==> config.mk <==
export PLATFORM = sky130hd
export DESIGN_NAME = updn_mod_counter
export DESIGN_NICKNAME = d
export VERILOG_FILES = /design/src/rtl/updn_mod_counter.sv
export SDC_FILE = /design/constraint.sdc
export NUM_CORES = 1
export LEC_CHECK = 0
export CORE_AREA = 2 2 39 41
export CTS_CLUSTER_DIAMETER = 50
export CTS_CLUSTER_SIZE = 24
export DETAILED_ROUTE_END_ITERATION = 16
export DIE_AREA = 0 0 41 43
export GPL_TIMING_DRIVEN = 0
export SLEW_MARGIN = 10
export SYNTH_ARGS = -nofsm -noshare
export SYNTH_HDL_FRONTEND = slang
export SYNTH_SLANG_ARGS = --single-unit
==> constraint.sdc <==
create_clock -name clk -period 1.61 [get_ports clk]
set_input_delay 0.322 -clock clk [delete_from_list [all_inputs] [get_ports clk]]
set_output_delay 0.322 -clock clk [all_outputs]
set_load 0.1 [all_outputs]
==> src/rtl/updn_mod_counter.sv <==
// Synchronous up/down modulo counter with parallel load, wrap-or-saturate ends,
// a registered wrap pulse and a combinational terminal-count decode for cascading.
module updn_mod_counter #(
  parameter int WIDTH     = 4,
  parameter int MAX_COUNT = 2**WIDTH - 1,
  parameter bit SATURATE  = 1'b0
) (
  input  logic             clk,
  input  logic             rst,
  input  logic             en,
  input  logic             up_dn,
  input  logic             load,
  input  logic [WIDTH-1:0] d,
  output logic [WIDTH-1:0] q,
  output logic             tc,
  output logic             wrap
);

  localparam logic [WIDTH-1:0] MAX_Q = WIDTH'(MAX_COUNT);
  localparam logic [WIDTH-1:0] ONE   = WIDTH'(1);

  logic [WIDTH-1:0] q_next;
  logic             wrap_next;
  logic             at_max;
  logic             at_zero;

  assign at_max  = (q == MAX_Q);
  assign at_zero = (q == '0);

  // Range ends jump straight to 0 or MAX_Q, so unused codes above MAX_Q are never visited.
  always_comb begin
    q_next    = q;
    wrap_next = 1'b0;
    if (load) begin
      q_next = (d > MAX_Q) ? MAX_Q : d;
    end else if (en) begin
      if (up_dn) begin
        if (!at_max) begin
          q_next = q + ONE;
        end else if (!SATURATE) begin
          q_next    = '0;
          wrap_next = 1'b1;
        end
      end else begin
        if (!at_zero) begin
          q_next = q - ONE;
        end else if (!SATURATE) begin
          q_next    = MAX_Q;
          wrap_next = 1'b1;
        end
      end
    end
  end

  always_ff @(posedge clk) begin
    if (!rst) begin
      q    <= '0;
      wrap <= 1'b0;
    end else begin
      q    <= q_next;
      wrap <= wrap_next;
    end
  end

  assign tc = (up_dn & at_max) | (~up_dn & at_zero);

endmodule

==> run_results.csv <==
group,metric,value,unit
timing,finalWorstSetupSlack,-30.5,ps
outcome,status,"complete, but fails checks",
floorplan,die_h,43,um
synth,synth_edf_count,0,
timing,setup_tns,-30.5,ps
final_layout,multi_input_area,254,um2
final_layout,nets,72,
final_layout,seqCellArea,110,um2
detailed_routing,drtPass1Iterations,2,
worst_setup_path,rr_startpoint,"q[1]",
worst_setup_path,worst_r2r_endpoint,"q[1]",
synth,synth_area_leaders,"dfxtp_1 30%, xnor2_1 7.7%, ha_1 7.4%",
floorplan,ios,15,
clocking,clk_pin_slew,40,ps
synth,synth_cell_types,21,
timing,finalHoldViolCount,0,
worst_hold_path,min_to,"q[2]",
synth,synth_top_flop_cell,"dfxtp_1",
synth,synthArstFlopShare,0,%
synth,synth_sequential_area_ratio,29.5,%
place,pre_cts_slack,-1150,ps
final_layout,drive_gt1_share,31.7,%
clocking,cts.sinks,5,
detailed_routing,finalWirelength,764,um
grt,grt_overflow_total,0,
grt,grt_pass1_vias,302,
clocking,holdBufCountCts,0,
power_and_ir_drop,total_power,0.506,mW
worst_setup_path,worstPathMaxFanout,6,
outcome,failed_checks,"negative setup slack",
timing,min_period_over_period,102,%
synth,synth_top_area_share,29.5,%
timing,rsz0062_at_grt,"yes",
timing,finalClockSkew,1.32,ps
timing,hold_slack,624,ps
clocking,insertion_delay,240,ps
worst_setup_path,required,1290,ps
synth,syn-cell-area,339,um2
synth,synth_fp_nets,53,
timing,worstMarginPinSlew,542,ps
place,routabilityCongestion,0.652,
clocking,cts_buffers,3,
synth,syn_inst,42,
final_layout,antenna_cells,0,
final_layout,areaGrowthSynthToFinish,73.4,%
synth,yosysMostFrequentCell,"dfxtp_1",
power_and_ir_drop,p_per_area,860,nW/um2
floorplan,die_x,41,um
timing,setup_viol_count_final,1,
worst_setup_path,arrival,1320,ps
worst_hold_path,min_from,"q[2]",
grt,grt_usage,10.7,%
flow_run,cap_violations,0,
worst_setup_path,rr_worst_depth,6,
clocking,cts_buffer_depth,2,
worst_setup_path,reg2reg_slack,360,ps
detailed_routing,wl_per_cell,10.1,um
detailed_routing,drc,0,
clocking,ctsRootBufferMaster,"clkbuf_4",
synth,ys_warn_count,0,
grt,grt_max_degree,9,
floorplan,core_region_area,1380,um2
grt,grt_pass1_wl,1230,um
clocking,htreeDepth,1,
power_and_ir_drop,ir_drop,0.000338,V
synth,yosys.area.top_type,"dfxtp_1",
detailed_routing,drtIter0Drc,2,
final_layout,final_util,42.5,%
synth,avgSynthCellArea,8.07,um2
synth,synth-seq-cells,5,
detailed_routing,routed_via_density,4.62,
synth,synth_common_cells,"5 x dfxtp_1, 4 x a21oi_1, 4 x inv_1, 4 x o21ai_0",
power_and_ir_drop,p_leak,0.219,nW
clocking,cts_tree,"yes",
detailed_routing,antenna_left,0,
timing,slew_headroom,64.0,%
worst_setup_path,critical_path_class,"flop to output pin",
floorplan,die_area,1760,um2
worst_hold_path,hold_class,"flop to flop",
timing,slew_viol_final,0,
place,port_buffers,14,
floorplan,fp-row-count,14,
floorplan,initial_utilization,24.5,%
worst_setup_path,start_kind,"flop",
timing,min_period,1640,ps
worst_hold_path,worst_hold_path.num_cells,2,
timing,clock.fmax,610,MHz
final_layout,fillerInstances,145,
detailed_routing,num_vias,351,
worst_setup_path,end_kind,"output pin",
place,hpwl,590,um
grt,antenna_found_initial,0,
-- metrics by stage --
step | instances | area [um2]
detailed placement | 72 | 548
floorplan | 42 | 388
global route | 76 | 588
finish | 76 | 588
global placement | 72 | 548
CTS | 76 | 589
-- what timing repair did --
item	in CTS	in global routing
endpoints found under the setup margin	6	2
resized for setup	25	1
buffers inserted	0	0
pin swaps	1	0
-- power by group --
group          internal [mW]  switching [mW]
logic                 0.0781           0.127
registers              0.134          0.0181
clock network         0.0939          0.0548
total                  0.306           0.200
-- final cells by class --
class / count / share of cell area, %
flip-flops and latches: 5 / 18.7
clock buffers: 4 / 4.47
well taps: 16 / 3.40
multi-input cells: 32 / 43.2
repair buffers: 14 / 26.2
inverters: 5 / 4.04
-- metal layers --
metal | track usage [%] | vias to the layer above | share of wire, %
met5 | 0 | - | 0
met4 | 10.0 | 0 | 2.0
met3 | 3.14 | 2 | 5.5
met2 | 13.4 | 14 | 44
met1 | 13.8 | 148 | 48
li1 | - | 187 | -
-- how the worst max path moves through the flow --
stage | startpoint | endpoint | slack, ps | cells past startpoint
2_1_floorplan | q[1] | tc | -340 | 4
5_1_grt | q[0] | tc | -100 | 5
6_report | q[1] | tc | -30 | 5
3_3_place_gp | up_dn | tc | -1160 | 4
3_5_place_dp | up_dn | tc | -1150 | 4
4_1_cts | q[0] | tc | -50 | 5
-- critical path, stage by stage, from the launching register on --
cell and delay (ps):
dfxtp_4 360, inv_4 70, ha_4 140, nand2b_4 60, o31ai_4 230, buf_12 210
-- sequential cells by signal, summed over array words and instances (netlist names) --
name	count
q	4
wrap	1
-- placed cells by master (no fill, tap or decap), types with 2 or more instances in the layout --
cell / instances
a21oi_1: 4
clkbuf_4: 3
clkdlybuf4s15_2: 4
clkdlybuf4s50_1: 7
dfxtp_2: 2
dfxtp_4: 2
inv_1: 3
inv_4: 2
nand2_1: 2
nand4_1: 2
nor2_1: 3
o21ai_0: 4
xnor2_1: 3
-- kinds of logic after synthesis --
| group | synth area share, % |
|---|---|
| XOR/XNOR | 7.75 |
| buffers and inverters | 5.53 |
| adder cells (fa/ha/maj) | 7.38 |
| AND/OR/NAND/NOR | 21.0 |
| AO/OA/AOI/OAI | 25.8 |
| flip-flops | 29.5 |
| multiplexers | 2.95 |
Note: power is estimated with default switching activity, not from simulation.
